## src/rtl/fifo_stats_if.sv

```systemverilog
// Handshake/status bundle between a fifo_stats instance and its user.
// Latency: none (wires only).
// Backpressure: user observes full/empty/level; the FIFO drops and flags illegal requests.
//
// Ports (via modports):
//   master : drives w_en, data_in, r_en, stat_clr; observes data/flags/statistics
//   slave  : the FIFO side, mirror image of master
interface fifo_stats_if #(
  parameter int DEPTH      = 8,
  parameter int DATA_WIDTH = 8,
  parameter int ACC_WIDTH  = 32
);
  localparam int LW = $clog2(DEPTH) + 1;

  logic                  w_en;
  logic [DATA_WIDTH-1:0] data_in;
  logic                  r_en;
  logic [DATA_WIDTH-1:0] data_out;
  logic                  rd_valid;
  logic                  full;
  logic                  empty;
  logic                  almost_full;
  logic                  almost_empty;
  logic [LW-1:0]         level;
  logic                  overflow;
  logic                  underflow;
  logic                  stat_clr;
  logic [ACC_WIDTH-1:0]  occ_sum;
  logic [ACC_WIDTH-1:0]  sample_cnt;
  logic [LW-1:0]         peak_level;

  modport master (
    output w_en, data_in, r_en, stat_clr,
    input  data_out, rd_valid, full, empty, almost_full, almost_empty, level,
           overflow, underflow, occ_sum, sample_cnt, peak_level
  );

  modport slave (
    input  w_en, data_in, r_en, stat_clr,
    output data_out, rd_valid, full, empty, almost_full, almost_empty, level,
           overflow, underflow, occ_sum, sample_cnt, peak_level
  );
endinterface

```

## src/rtl/fifo_stats.sv

```systemverilog
// Synchronous FIFO with exact fill level, programmable almost flags, sticky errors and occupancy statistics.
// Latency: write visible in level next cycle; read data registered, rd_valid one cycle after accepted r_en.
// Backpressure: writes while full are dropped (overflow set), reads while empty ignored (underflow set).
//
// Ports:
//   clk, rst_n : rising-edge clock, synchronous active-low reset
//   bus        : fifo_stats_if.slave -- requests, data, flags, level, error flags, statistics
module fifo_stats #(
  parameter int DEPTH      = 8,
  parameter int DATA_WIDTH = 8,
  parameter int AF_LEVEL   = 6,
  parameter int AE_LEVEL   = 2,
  parameter int ACC_WIDTH  = 32
) (
  input  logic         clk,
  input  logic         rst_n,
  fifo_stats_if.slave  bus
);
  localparam int AW = $clog2(DEPTH);
  localparam int LW = AW + 1;

  localparam logic [LW-1:0] FULL_LVL = LW'(DEPTH);
  localparam logic [LW-1:0] AF_LVL   = LW'(AF_LEVEL);
  localparam logic [LW-1:0] AE_LVL   = LW'(AE_LEVEL);

  logic [DATA_WIDTH-1:0] mem [DEPTH];

  logic [LW-1:0]         w_ptr;
  logic [LW-1:0]         r_ptr;
  logic [LW-1:0]         level;
  logic                  full;
  logic                  empty;
  logic                  wr_acc;
  logic                  rd_acc;

  logic [DATA_WIDTH-1:0] data_out_q;
  logic                  rd_valid_q;
  logic                  overflow_q;
  logic                  underflow_q;
  logic [ACC_WIDTH-1:0]  occ_sum_q;
  logic [ACC_WIDTH-1:0]  sample_cnt_q;
  logic [LW-1:0]         peak_q;

  // One extra pointer bit distinguishes full from empty, so all DEPTH
  // entries are usable and the difference is the exact occupancy.
  assign level  = w_ptr - r_ptr;
  assign full   = (level == FULL_LVL);
  assign empty  = (level == '0);
  assign wr_acc = bus.w_en & ~full;
  assign rd_acc = bus.r_en & ~empty;

  // Accumulator headroom check done one bit wider so the carry-out tells us
  // the add would wrap.
  logic [ACC_WIDTH:0] sum_ext;
  logic               stat_sat;
  assign sum_ext  = {1'b0, occ_sum_q} + {{(ACC_WIDTH + 1 - LW){1'b0}}, level};
  assign stat_sat = (&sample_cnt_q) | sum_ext[ACC_WIDTH];

  // Storage is not reset; stale contents are unreachable once pointers clear.
  always_ff @(posedge clk) begin
    if (rst_n && wr_acc) begin
      mem[w_ptr[AW-1:0]] <= bus.data_in;
    end
  end

  always_ff @(posedge clk) begin
    if (!rst_n) begin
      w_ptr        <= '0;
      r_ptr        <= '0;
      data_out_q   <= '0;
      rd_valid_q   <= 1'b0;
      overflow_q   <= 1'b0;
      underflow_q  <= 1'b0;
      occ_sum_q    <= '0;
      sample_cnt_q <= '0;
      peak_q       <= '0;
    end else begin
      if (wr_acc) begin
        w_ptr <= w_ptr + 1'b1;
      end

      rd_valid_q <= rd_acc;
      if (rd_acc) begin
        data_out_q <= mem[r_ptr[AW-1:0]];
        r_ptr      <= r_ptr + 1'b1;
      end

      if (bus.stat_clr) begin
        // Clear cycle is not itself sampled.
        overflow_q   <= 1'b0;
        underflow_q  <= 1'b0;
        occ_sum_q    <= '0;
        sample_cnt_q <= '0;
        peak_q       <= '0;
      end else begin
        if (bus.w_en && full) begin
          overflow_q <= 1'b1;
        end
        if (bus.r_en && empty) begin
          underflow_q <= 1'b1;
        end
        // Sum and count freeze together so occ_sum/sample_cnt stays a true average.
        if (!stat_sat) begin
          occ_sum_q    <= sum_ext[ACC_WIDTH-1:0];
          sample_cnt_q <= sample_cnt_q + 1'b1;
        end
        if (level > peak_q) begin
          peak_q <= level;
        end
      end
    end
  end

  assign bus.data_out     = data_out_q;
  assign bus.rd_valid     = rd_valid_q;
  assign bus.full         = full;
  assign bus.empty        = empty;
  assign bus.almost_full  = (level >= AF_LVL);
  assign bus.almost_empty = (level <= AE_LVL);
  assign bus.level        = level;
  assign bus.overflow     = overflow_q;
  assign bus.underflow    = underflow_q;
  assign bus.occ_sum      = occ_sum_q;
  assign bus.sample_cnt   = sample_cnt_q;
  assign bus.peak_level   = peak_q;
endmodule
```

## src/flat_wrapper.sv

```systemverilog
// flat-port wrapper written by rule: the top's interface ports become plain ports
module fifo_stats_flat 
#(
  parameter int DEPTH      = 8,
  parameter int DATA_WIDTH = 8,
  parameter int AF_LEVEL   = 6,
  parameter int AE_LEVEL   = 2,
  parameter int ACC_WIDTH  = 32
)
  (clk, rst_n, bus_w_en, bus_data_in, bus_r_en, bus_stat_clr, bus_data_out, bus_rd_valid, bus_full, bus_empty, bus_almost_full, bus_almost_empty, bus_level, bus_overflow, bus_underflow, bus_occ_sum, bus_sample_cnt, bus_peak_level);
  fifo_stats_if #(.DEPTH(DEPTH), .DATA_WIDTH(DATA_WIDTH), .ACC_WIDTH(ACC_WIDTH)) bus_i ();
  input  logic clk;
  input  logic rst_n;
  input wire logic [$bits(bus_i.w_en)-1:0] bus_w_en;
  input wire logic [$bits(bus_i.data_in)-1:0] bus_data_in;
  input wire logic [$bits(bus_i.r_en)-1:0] bus_r_en;
  input wire logic [$bits(bus_i.stat_clr)-1:0] bus_stat_clr;
  output wire logic [$bits(bus_i.data_out)-1:0] bus_data_out;
  output wire logic [$bits(bus_i.rd_valid)-1:0] bus_rd_valid;
  output wire logic [$bits(bus_i.full)-1:0] bus_full;
  output wire logic [$bits(bus_i.empty)-1:0] bus_empty;
  output wire logic [$bits(bus_i.almost_full)-1:0] bus_almost_full;
  output wire logic [$bits(bus_i.almost_empty)-1:0] bus_almost_empty;
  output wire logic [$bits(bus_i.level)-1:0] bus_level;
  output wire logic [$bits(bus_i.overflow)-1:0] bus_overflow;
  output wire logic [$bits(bus_i.underflow)-1:0] bus_underflow;
  output wire logic [$bits(bus_i.occ_sum)-1:0] bus_occ_sum;
  output wire logic [$bits(bus_i.sample_cnt)-1:0] bus_sample_cnt;
  output wire logic [$bits(bus_i.peak_level)-1:0] bus_peak_level;
  assign bus_i.w_en = bus_w_en;
  assign bus_i.data_in = bus_data_in;
  assign bus_i.r_en = bus_r_en;
  assign bus_i.stat_clr = bus_stat_clr;
  assign bus_data_out = bus_i.data_out;
  assign bus_rd_valid = bus_i.rd_valid;
  assign bus_full = bus_i.full;
  assign bus_empty = bus_i.empty;
  assign bus_almost_full = bus_i.almost_full;
  assign bus_almost_empty = bus_i.almost_empty;
  assign bus_level = bus_i.level;
  assign bus_overflow = bus_i.overflow;
  assign bus_underflow = bus_i.underflow;
  assign bus_occ_sum = bus_i.occ_sum;
  assign bus_sample_cnt = bus_i.sample_cnt;
  assign bus_peak_level = bus_i.peak_level;
  fifo_stats #(.DEPTH(DEPTH), .DATA_WIDTH(DATA_WIDTH), .AF_LEVEL(AF_LEVEL), .AE_LEVEL(AE_LEVEL), .ACC_WIDTH(ACC_WIDTH)) u_core (.clk(clk), .rst_n(rst_n), .bus(bus_i));
endmodule
```

## config.mk

```make
export PLATFORM = sky130hd
export DESIGN_NAME = fifo_stats_flat
export DESIGN_NICKNAME = d
export VERILOG_FILES = /design/src/rtl/fifo_stats_if.sv /design/src/rtl/fifo_stats.sv /design/src/flat_wrapper.sv
export SDC_FILE = /design/constraint.sdc
export NUM_CORES = 1
export LEC_CHECK = 0
export CORE_MARGIN = 2
export CORE_UTILIZATION = 55
export DETAILED_ROUTE_END_ITERATION = 8
export GPL_ROUTABILITY_DRIVEN = 0
export PLACE_DENSITY = 0.9
export SLEW_MARGIN = 30
export SYNTH_ARGS = -nofsm -noshare
export SYNTH_HDL_FRONTEND = slang
export SYNTH_SLANG_ARGS = --single-unit
```

## constraint.sdc

```tcl
create_clock -name clk -period 4.7 [get_ports clk]
set_clock_uncertainty 0.05 [all_clocks]
set_input_delay 0.47 -clock clk [delete_from_list [all_inputs] [get_ports clk]]
set_output_delay 0.47 -clock clk [all_outputs]
set_load 0.05 [all_outputs]
```

-- Word level (Yosys, flattened, before mapping)
Memory sizes are Yosys's and may differ from the RTL's. A register that Yosys moved wholly into a read port is not among the register bits.
Index checks and enable logic that the tools add are counted.
- register bits: 79
- latch bits: 0
- RAM bits: 64
- ROM bits: 0
- input port bits: 13
- output and inout bits: 87
- logic and storage cells: 33
- memories kept: 1
- memories (name ; depth ; width ; rd ports ; clocked after memory_dff ; wr ports ; RTL line ; source):
    u_core.mem ; 8 ; 8 ; 1 ; 1 ; 1 ; fifo_stats.sv:26 ; logic [DATA_WIDTH-1:0] mem [DEPTH];
- $add $sub $neg: 5
- multipliers: 0
- divide/modulo/power cells: 0
- magnitude comparators: 3
- eq/ne operators: 1
- shift operators: 0
- multiplexer cells: 2
- bitwise logic cells: 6
- reductions and logical operators: 7
- operators with widths (cell ; number):
    $add 32x4->33 ; 1
    $add 32x1->32 const B ; 1
    $reduce_and 32->1 ; 1
    $add 4x1->4 const B ; 2
    $eq 4x4->1 const B ; 1
    $ge 4x3->1 const B ; 1
    $gt 4x4->1 ; 1
    $le 4x2->1 const B ; 1
    $logic_not 4->1 ; 1
    $sub 4x4->4 ; 1
    $logic_and 1x1->1 ; 3
    $not 1->1 ; 3
    $and 1x1->1 ; 2
    $mux 1 ; 2
    $reduce_or 2->1 ; 1
    $logic_not 1->1 ; 1
    $or 1x1->1 ; 1

-- Depth between registers and ports, before layout
Gate-level depths: netlist of run 1.
- depth in word-level cells: 7
- gate-level depth with buffers: 16
- gate-level depth less buffers: 13

-- Least setup slack after synthesis of run 1
Ideal clock, no wire load.
- path type: register to register
- start: reg u_core.r_ptr[1]
- end: reg u_core.sample_cnt_q[16] (netlist: u_core.bus.sample_cnt[16])
- setup time: 0.061 ns
- data arrival time: 4.448 ns
- path slack: 0.141 ns
- stages on the path, launching flop included: 17
- clock period less this slack: 4.559 ns
- cell sequence: dfxtp_1 clkbuf_1 clkbuf_1 inv_1 ha_1 nor2b_1 o21ai_0 a21oi_1 nor2_1 ha_1 a21oi_1 a211oi_2 nand4_1 nand3_1 buf_4 or4_1 nand2_1
- longest elaborated chain between the ends: 3
- RTL lines (what ; RTL line ; source):
    start: declaration ; fifo_stats.sv:29 ; logic [LW-1:0] r_ptr;
    start signal: assignment ; fifo_stats.sv:85 ; r_ptr <= r_ptr + 1'b1;
    $sub 4x4->4 ; fifo_stats.sv:46 ; assign level = w_ptr - r_ptr;
    via bus_level[3] ; flat_wrapper.sv:24 ; output wire logic [$bits(bus_i.level)-1:0] bus_level;
    $add 32x4->33 ; fifo_stats.sv:56 ; assign sum_ext = {1'b0, occ_sum_q} + {{(ACC_WIDTH + 1 - LW){1'b0}}, level};
    $or 1x1->1 ; fifo_stats.sv:57 ; assign stat_sat = (&sample_cnt_q) | sum_ext[ACC_WIDTH];
    end signal: assignment ; fifo_stats.sv:105 ; sample_cnt_q <= sample_cnt_q + 1'b1;
    end: declaration ; fifo_stats.sv:41 ; logic [ACC_WIDTH-1:0] sample_cnt_q;
The timed path passes the listed nets, and every way through them passes these cells.
A chain may end at the register's enable or synchronous reset.

-- Worst setup path after layout of run 1
- start: reg u_core.w_ptr[1]
- end: reg u_core.occ_sum_q[29] (netlist: u_core.bus.occ_sum[29])
- longest elaborated chain between the ends: 3
- RTL lines (what ; RTL line ; source):
    start: declaration ; fifo_stats.sv:28 ; logic [LW-1:0] w_ptr;
    start signal: assignment ; fifo_stats.sv:79 ; w_ptr <= w_ptr + 1'b1;
    $sub 4x4->4 (*) ; fifo_stats.sv:46 ;
    $add 32x4->33 (*) ; fifo_stats.sv:56 ;
    $or 1x1->1 ; fifo_stats.sv:57 ;
    end signal: assignment ; fifo_stats.sv:104 ; occ_sum_q <= sum_ext[ACC_WIDTH-1:0];
    end: declaration ; fifo_stats.sv:40 ; logic [ACC_WIDTH-1:0] occ_sum_q;
Mark *: on every way between the ends. The rest lies on a longest branch, timed or not.

==> results by group, run 1 <==
Status
  • Status: complete, no violations

Pwr
  • Peak VDD IR: 0.333 mV
  • Leak: 3.04 nW
  • Pwr per Cell Area: 535 nW/um2

Synthesis
  • Synthesized flop and latch total: 151
  • Dominant register cell in the synthesized netlist: dfxtp_1
  • Mean Syn Cell Area: 11.0 um2
  • Synth Cell Area: 7010 um2
  • Count of different cell masters after synthesis: 53
  • Syn_nets: 667
  • Synth async-reset ratio: 0
  • Yosys warnings: 0
  • Mapped Cells: 637
  • Seq/Total Area, Yosys: 0.523
  • Post-synth EDFFs: 64

Final layout
  • Most common cell after layout, fill and taps aside: clkdlybuf4s50_1
  • Most frequent cells in the layout: clkdlybuf4s50_1 (99), dfxtp_1 (87), nor2_1 (70)
  • # diodes: 0
  • Fin util: 0.701
  • Finished Cell Area: 8780 um2
  • Synth-to-layout area growth: 25.3%
  • Final #Nets: 773
  • Layout cells sized above 1: 0.101

Clock network
  • Max clock buf depth: 2
  • CTS H-tree lvls: 4
  • Num CTS Buffers: 17
  • Post-cts sizing count: 0
  • Skew-Pair Late Insertion Delay: 420 ps
  • Worst-path clk slew: 60 ps
  • Sink Count: 151
  • Root Buffer: clkbuf_16
  • TritonCTS clock tree: built

Global route
  • GR Util All Layers: 0.266
  • Met1 usage: 0.345
  • Grt met2 use: 0.432
  • Met3 usage: 0.0582
  • Top Usage Layer GRT: met2
  • Initial antenna violation count: 0
  • Vias in the first global route: 5,560
  • Largest net degree at the start of global routing: 44
  • First-pass GRT wire length: 27.9 mm
  • Grt ovf: 0

Drt
  • Drt wl/cell: 19.2 um
  • Vias/cell: 6.16
  • Via Count: 5,720
  • DR pass1 iterations: 5
  • Overall routed net length: 17.9 mm
  • # DRC: 0
  • Drt initial violations: 569
  • Post-route ant nets: 0

Worst setup path
  • CP dominant cell by count: ha_1
  • Cell Chain, Critical Path: ha_1, nor2b_1, o21a_1, nor3_1, nor2_1, ha_1, nand3b_1, a211oi_2, nand4_1, nand2_1, o21ai_0, a21oi_1
  • Worst Path Max Fanout: 13
  • Worst Path Required: 4990 ps
  • Kind of end point of the critical path: flip-flop
  • Top delay family on crit path: simple AND/OR/NAND/NOR gates
  • Slowest cell on the critical path: nand2_1
  • CP bufs+invs: 0
  • Critical path arrival: 4800 ps
  • Worst path max stage delay: 550 ps
  • Crit start category: flip-flop
  • Crit Path Category: reg2reg

STA
  • Final setup viols: 0
  • Max Freq: 0.222 GHz
  • Minimum clock period: 4510 ps
  • Setup tns final: 0 ps
  • Post-route setup slack: 188 ps
  • Final period util: 0.960
  • RSZ-0062 raised after global routing: yes
  • Relative slew slack: 0.347
  • Final Max Tran Viols: 0
  • Final Hold Fails: 0
  • Worst-margin pin slew: 979 ps

Placement
  • DP HPWL: 11.4 mm
  • Post-DP Area: 8180 um2
  • PortBufs: 99
  • Pre-CTS setup slack: 531 ps

Floorplanning
  • Die Footprint: 13,700 um2
  • Row cnt: 41
  • Die width: 117 um
  • Starting Density: 0.560
  • DIE HEIGHT: 117 um
  • Std-Cell Core Area: 12,500 um2
  • Io pins: 100

Flow run
  • Max Cap Viol: 0

Min path
  • Hold Path Class: reg2reg
-- final cells by class --
class                      instances  area, um2
clock buffer                      20        437
clock inverter                    12        151
fill                             839       3740
inverter                          17       63.8
multi-input combinational        444       3160
sequential                       151       3660
tap                              172        215
timing repair buffer             112       1090
-- per-stage QoR --
| step | total power, W | instances | hold WS, ps |
|---|---|---|---|
| global route | 0.00488 | 928 | 448 |
| CTS | 0.00467 | 928 | 420 |
| floorplan | 0.00281 | 637 | 433 |
| finish | 0.00470 | 928 | 412 |
| global placement | 0.00322 | 896 | 399 |
| detailed placement | 0.00329 | 896 | 405 |
-- worst register-to-register path, stage by stage, from the launching register on --
cell and delay (ps):
dfxtp_1 530, ha_1 300, nor2b_1 140, o21a_1 190, nor3_1 440, nor2_1 290
ha_1 410, nand3b_1 160, a211oi_2 470, nand4_1 500, nand2_1 550, o21ai_0 220
a21oi_1 180
-- synth_stat cells (all sizes together), types with 12 or more instances --
cell,number,area (um2)
nand3,45,238
inv,17,63.8
xor2,43,377
clkbuf,15,56.3
ha,15,188
nor2,71,274
nand4,38,287
mux4,16,360
nand2,42,158
a21oi,23,115
nor3,13,76.3
mux2i,12,120
o31ai,13,116
o21ai,14,70.1
dfxtp,87,1740
and3,16,100
edfxtp,64,1920
-- logic make-up (layout without fill, tap and decap cells) --
kind of cell / count (synthesis) / count (layout) / share of synthesized area
xor gates and xnor gates: 50 / 50 / 0.0625
buffers and inverters: 42 / 161 / 0.0277
adders and majority gates: 17 / 17 / 0.0325
muxes: 28 / 28 / 0.0686
AOI/OAI and AO/OA: 70 / 70 / 0.0671
and+or+nand+nor: 279 / 279 / 0.219
DFF: 151 / 151 / 0.523
-- routing by layer --
metal,vias to the layer above,part of all wire
met2,326,0.48
met1,2764,0.41
met3,57,0.081
met4,0,0.030
met5,-,0
li1,2573,-
-- path summary, 6_finish.rpt --
check	slack [ps]	end	startpoint	depth (start not counted)
worst max-delay path	190	u_core.bus.occ_sum[29]	u_core.w_ptr[1]	12
worst min-delay path	410	u_core.bus.overflow	u_core.bus.overflow	2
worst max register to register	190	u_core.bus.occ_sum[29]	u_core.w_ptr[1]	12
worst min register to register	410	u_core.bus.overflow	u_core.bus.overflow	2
-- where the power goes --
| part | switching, W | leakage [nW] | internal [W] | total, W |
|---|---|---|---|---|
| registers | 0.0000843 | 1.28 | 0.00148 | 0.00156 |
| clock network | 0.000530 | 0.267 | 0.000833 | 0.00136 |
| logic | 0.00114 | 1.49 | 0.000630 | 0.00177 |
-- registers in the layout, summed over array words and instances, names as in the netlist --
register	flops
u_core.w_ptr	4
u_core.mem	64
u_core.bus.rd_valid	1
u_core.bus.underflow	1
u_core.bus.overflow	1
u_core.bus.occ_sum	32
u_core.bus.peak_level	4
u_core.bus.sample_cnt	32
u_core.r_ptr	4
u_core.bus.data_out	8
-- repair_timing --
action                     in CTS  in global routing
setup buffers                   0                  0
hold endpoints to repair        0                  0
setup endpoints to repair       0                  7
hold buffers                    0                  0
Power figures use the tool's default switching activity.
==> inputs of run 2 (changes only) <==
==> constraint.sdc (replaced) <==
create_clock -name clk -period 5 [get_ports clk]
set_clock_uncertainty 0.05 [all_clocks]
set_input_delay 0.5 -clock clk [delete_from_list [all_inputs] [get_ports clk]]
set_output_delay 0.5 -clock clk [all_outputs]
set_load 0.05 [all_outputs]
==> run 2 against run 1 <==
  * Register-to-register slack gained 270 ps
  * Highest routed layer unchanged
  * Die area stayed put
  * Clock power is 11% lower
  * Count of clock-buffer cells in the layout is 2 lower
  * First-iteration DRC count increased by 3.9%
  * Power fell by 7.4%
  * Global-route usage increased by 0.49 points
==> results by group, run 2 (same netlist as run 1, synthesis figures left out) <==
Status
  • Status: complete, no violations

Placement
  • PortBufs: 99
  • DP HPWL: 11.6 mm
  • Cells after DPL: 895

Min path
  • Hold Path Class: reg2reg

STA
  • RSZ-0062 raised after global routing: no
  • Worst-margin pin slew: 846 ps
  • Final Hold Fails: 0
  • Minimum clock period: 4540 ps
  • Final period util: 0.909
  • Final setup viols: 0
  • Max Freq: 0.220 GHz
  • Setup tns final: 0 ps
  • Relative slew slack: 0.436
  • Final Max Tran Viols: 0

Clock network
  • Max clock buf depth: 2
  • Root Buffer: clkbuf_16
  • Worst-path clk slew: 60 ps
  • TritonCTS clock tree: built
  • Skew-Pair Late Insertion Delay: 430 ps
  • Sink Count: 151
  • Post-cts sizing count: 0
  • CTS H-tree lvls: 4
  • Num CTS Buffers: 17
  • # hold bufs at CTS: 0
  • Setup repair bufs after CTS: 0

Final layout
  • Largest register FFs: 64
  • Most common cell after layout, fill and taps aside: clkdlybuf4s50_1
  • Final #Nets: 773
  • # diodes: 0
  • Synth-to-layout area growth: 24.9%
  • Layout cells sized above 1: 0.104
  • Most frequent cells in the layout: clkdlybuf4s50_1 (99), dfxtp_1 (87), nor2_1 (70)
  • Layout Cells excl Fill: 928

Drt
  • Via Count: 5,809
  • # DRC: 0
  • Post-route ant nets: 0
  • DR pass1 iterations: 7
  • Overall routed net length: 18.2 mm
  • Vias/cell: 6.26
  • Drt wl/cell: 19.6 um
  • Drt initial violations: 591

Worst setup path
  • CP dominant cell by count: ha_1
  • Worst Path Required: 5270 ps
  • CP bufs+invs: 0
  • Crit start category: flip-flop
  • Slowest cell on the critical path: nand4_2
  • R2r setup slk: 460 ps
  • Worst Setup EP: u_core.bus.occ_sum[7]
  • Top delay family on crit path: simple AND/OR/NAND/NOR gates
  • Critical path arrival: 4820 ps
  • Worst path max stage delay: 750 ps
  • Worst Path Max Fanout: 26
  • R2R depth: 12
  • WP depth: 12
  • Reg2reg start: u_core.w_ptr[1]
  • Crit Path Category: reg2reg
  • Reg2reg end: u_core.bus.occ_sum[7]
  • Launch point of the critical path: u_core.w_ptr[1]
  • Cell Chain, Critical Path: ha_1, nor2b_1, o21a_1, nor3_1, nor2_1, ha_1, nand3b_1, a211oi_2, nand4_2, nand4_1, o21ai_0, a21oi_1
  • Kind of end point of the critical path: flip-flop

Global route
  • GR Util All Layers: 0.270
  • Grt ovf: 0
  • Largest net degree at the start of global routing: 43
  • Vias in the first global route: 5,702
  • First-pass GRT wire length: 28.4 mm
  • Initial antenna violation count: 0

Floorplanning
  • Row cnt: 41
  • Die width: 117 um
  • Starting Density: 0.560
  • Std-Cell Core Area: 12,500 um2
  • Io pins: 100
  • Die Footprint: 13,700 um2
  • DIE HEIGHT: 117 um

Pwr
  • Pwr per Cell Area: 497 nW/um2
  • Peak VDD IR: 0.339 mV
  • Leak: 3.03 nW

Flow run
  • Max Cap Viol: 0
## run 2: per-stage QoR
stage / instance area (um2) / hold WS (ps) / power, W / setup WS, ps / utilization
floorplan: 7010 / 433 / 0.00264 / 441 / -
global placement: 8180 / 400 / 0.00302 / 997 / 0.653
detailed placement: 8180 / 414 / 0.00309 / 734 / 0.653
CTS: 8730 / 428 / 0.00432 / 647 / 0.698
global route: 8750 / 456 / 0.00453 / 131 / 0.699
finish: 8750 / 426 / 0.00435 / 456 / 0.699
## run 2: layer usage
metal	vias up	routed length, um	global-route usage
met2	365	8990	0.451
met4	0	528	0.123
met5	-	0	0
met3	58	1560	0.0608
met1	2813	7110	0.338
li1	2573	-	-
## run 2: layout make-up
cell class,count,area (um2)
repair buffers,112,1090
flip-flops and latches,151,3660
clock buffers,18,429
multi-input cells,444,3160
clock inverters,14,130
inverters,17,63.8
fillers,841,3760
well taps,172,215
## run 2: report_power, final
group / internal (W) / total (W) / switching, W
clock network: 0.000687 / 0.00121 / 0.000525
registers: 0.00139 / 0.00146 / 0.0000773
logic: 0.000602 / 0.00167 / 0.00107
## run 2: worst min-delay path by stage
| stage | start | endpoint | slack [ps] | cells past startpoint |
|---|---|---|---|---|
| 3_3_place_gp | u_core.bus.overflow | u_core.bus.overflow | 400 | 2 |
| 2_1_floorplan | u_core.r_ptr[2] | u_core.r_ptr[2] | 430 | 2 |
| 5_1_grt | u_core.bus.underflow | u_core.bus.underflow | 460 | 2 |
| 3_5_place_dp | u_core.bus.underflow | u_core.bus.underflow | 410 | 2 |
| 4_1_cts | u_core.bus.data_out[6] | u_core.bus.data_out[6] | 430 | 2 |
| 6_report | u_core.bus.data_out[6] | u_core.bus.data_out[6] | 430 | 2 |
## run 2: worst reg2reg max path: stages (launching register included)
cell and delay (ps):
dfxtp_1 530, ha_1 300, nor2b_1 140, o21a_1 180, nor3_1 450, nor2_1 280, ha_1 400, nand3b_1 150
a211oi_2 490, nand4_2 750, nand4_1 420, o21ai_0 140, a21oi_1 190
==> inputs of run 3 (changes only) <==
--- a/config.mk
+++ b/config.mk
@@ -5,6 +5,7 @@
 export SDC_FILE = /design/constraint.sdc
 export NUM_CORES = 1
 export LEC_CHECK = 0
+export CORE_ASPECT_RATIO = 2
 export CORE_MARGIN = 2
 export CORE_UTILIZATION = 55
 export DETAILED_ROUTE_END_ITERATION = 8
==> constraint.sdc (replaced) <==
create_clock -name clk -period 4.2 [get_ports clk]
set_clock_uncertainty 0.05 [all_clocks]
set_input_delay 0.42 -clock clk [delete_from_list [all_inputs] [get_ports clk]]
set_output_delay 0.42 -clock clk [all_outputs]
set_load 0.05 [all_outputs]
==> run 3 against run 2 <==
  * Non-clock buffer count is 2 higher
  * Via count is 3.5% lower
  * Critical path depth stayed put
  * Utilization is 0.36 points higher
  * Critical path type unchanged
  * Die area is 0.40% higher
==> results by group, run 3 (same netlist as run 1, synthesis figures left out) <==
Placement
  • Post-DP Area: 8180 um2
  • Pre-CTS setup slack: 218 ps
  • Cells after DPL: 876
  • DP HPWL: 12.5 mm
  • PortBufs: 99

Final layout
  • Layout cells sized above 1: 0.116
  • Layout Cells excl Fill: 908
  • Most frequent cells in the layout: clkdlybuf4s50_1 (97), dfxtp_1 (87), nor2_1 (69)
  • Final #Nets: 775
  • Most common cell after layout, fill and taps aside: clkdlybuf4s50_1
  • Largest register FFs: 64
  • # diodes: 0
  • Finished Cell Area: 8770 um2
  • Fill count: 861
  • Synth-to-layout area growth: 25.2%
  • Register Area: 3660 um2
  • Fin util: 0.703
  • Multi-input logic area: 3180 um2

STA
  • Worst-margin pin slew: 926 ps
  • Final period util: 0.915
  • Setup tns final: 0 ps
  • Minimum clock period: 3840 ps
  • Final Hold Fails: 0
  • Final setup viols: 0
  • Final Max Tran Viols: 0
  • Relative slew slack: 0.379
  • Max Freq: 0.260 GHz
  • RSZ-0062 raised after global routing: no
  • Post-route setup slack: 357 ps

Pwr
  • Clock share of power: 0.286
  • Sw Pwr: 0.00201 W
  • Peak VDD IR: 0.450 mV
  • Leak: 3.08 nW
  • Reg power frac: 0.335
  • Pwr per Cell Area: 589 nW/um2
  • Sw Ratio: 0.390
  • Gate power share: 0.378
  • Cell internal pwr: 0.00315 W

Clock network
  • CTS H-tree lvls: 4
  • TritonCTS clock tree: built
  • Worst-path clk slew: 70 ps
  • Root Buffer: clkbuf_16
  • Max clock buf depth: 2
  • Num CTS Buffers: 17
  • Sink Count: 151
  • Setup repair bufs after CTS: 0
  • # hold bufs at CTS: 0
  • Skew-Pair Late Insertion Delay: 420 ps

Worst setup path
  • Reg2reg start: u_core.w_ptr[1]
  • Worst Path Required: 4490 ps
  • Crit Path Category: reg2reg
  • Kind of end point of the critical path: flip-flop
  • Worst Path Max Fanout: 13
  • Critical path arrival: 4130 ps
  • R2r setup slk: 360 ps
  • Worst Setup EP: u_core.bus.sample_cnt[5]
  • Crit start category: flip-flop
  • Launch point of the critical path: u_core.w_ptr[1]
  • R2R depth: 12
  • Reg2reg end: u_core.bus.sample_cnt[5]

Global route
  • Largest net degree at the start of global routing: 38
  • Vias in the first global route: 5,793
  • Initial antenna violation count: 0
  • GR Util All Layers: 0.259
  • Grt ovf: 0
  • First-pass GRT wire length: 27.9 mm

Drt
  • Overall routed net length: 17.5 mm
  • Drt wl/cell: 19.3 um
  • DR pass1 iterations: 5
  • # DRC: 0
  • Via Count: 5,607
  • Post-route ant nets: 0
  • Drt initial violations: 372
  • Vias/cell: 6.18

Floorplanning
  • Row cnt: 58
  • Std-Cell Core Area: 12,500 um2
  • Starting Density: 0.561
  • Io pins: 100
  • Die width: 83.8 um
  • DIE HEIGHT: 164 um
  • Die Footprint: 13,700 um2

Min path
  • Hold Path Class: reg2reg

Status
  • Status: complete, no violations

Flow run
  • Max Cap Viol: 0
==> run 3: cell types whose count changed in the layout (fill, tap and decap cells not counted), moves of 2 or more <==
cell	before	now
buf_4	12	17
clkdlybuf4s50_1	99	97
clkinvlp_4	5	1
inv_8	0	6
clkinv_4	4	2
inv_6	2	5
clkinv_2	2	0
==> run 3: final cells by class <==
class                           instances  area share
Timing Repair Buffer                  114       0.125
Sequential cell                       151       0.418
Tap cell                              150      0.0214
Clock inverter                         15      0.0174
Inverter                               17     0.00727
Multi-Input combinational cell        444       0.363
Clock buffer                           17      0.0485
==> run 3: power groups by stage <==
stage	clock, W	combinational (W)	sequential, W
2_1_floorplan	0	0.00119	0.00198
3_3_place_gp	0	0.00187	0.00175
3_5_place_dp	0	0.00195	0.00176
4_1_cts	0.00149	0.00196	0.00173
5_1_grt	0.00155	0.00209	0.00175
6_report	0.00148	0.00196	0.00173
==> run 3: timing repair <==
item / in CTS / in global routing
endpoints found under the hold margin: 0 / 0
gates resized for setup: 0 / 2
endpoints found under the setup margin: 0 / 12
==> run 3: how the worst min path moves through the flow <==
stage	startpoint	endpoint	slack, ps	cells past startpoint
4_1_cts	u_core.bus.data_out[0]	u_core.bus.data_out[0]	420	2
6_report	u_core.bus.data_out[0]	u_core.bus.data_out[0]	420	2
2_1_floorplan	u_core.r_ptr[2]	u_core.r_ptr[2]	430	2
3_3_place_gp	u_core.bus.overflow	u_core.bus.overflow	400	2
5_1_grt	u_core.bus.data_out[7]	u_core.bus.data_out[7]	440	2
3_5_place_dp	u_core.bus.data_out[0]	u_core.bus.data_out[0]	410	2
==> run 3: metal layers <==
metal  part of all wire  vias up  wire length (um)  GRT usage
met5                  0        -                 0          0
met4              0.044        0               774      0.156
met3              0.057       65               994     0.0551
met2               0.55      252              9690      0.484
met1               0.35     2719              6090      0.257
li1                   -     2571                 -          -
==> run 3: worst max-delay path, cell delays in order, from the launching register on <==
cell and delay (ps):
dfxtp_1 560, ha_1 300, nor2b_1 140, o21ai_0 300
a21oi_1 220, nor2_4 240, ha_1 290, a21oi_1 250
a211oi_2 170, nand4_1 180, nand2_1 330, or4_1 570
a21oi_1 160
==> run 3: metrics by stage <==
stage,total power [W],hold WS (ps)
final,0.00517,422
after global routing,0.00539,444
after CTS,0.00519,424
after detailed placement,0.00371,414
after global placement,0.00362,402
after floorplan,0.00317,433
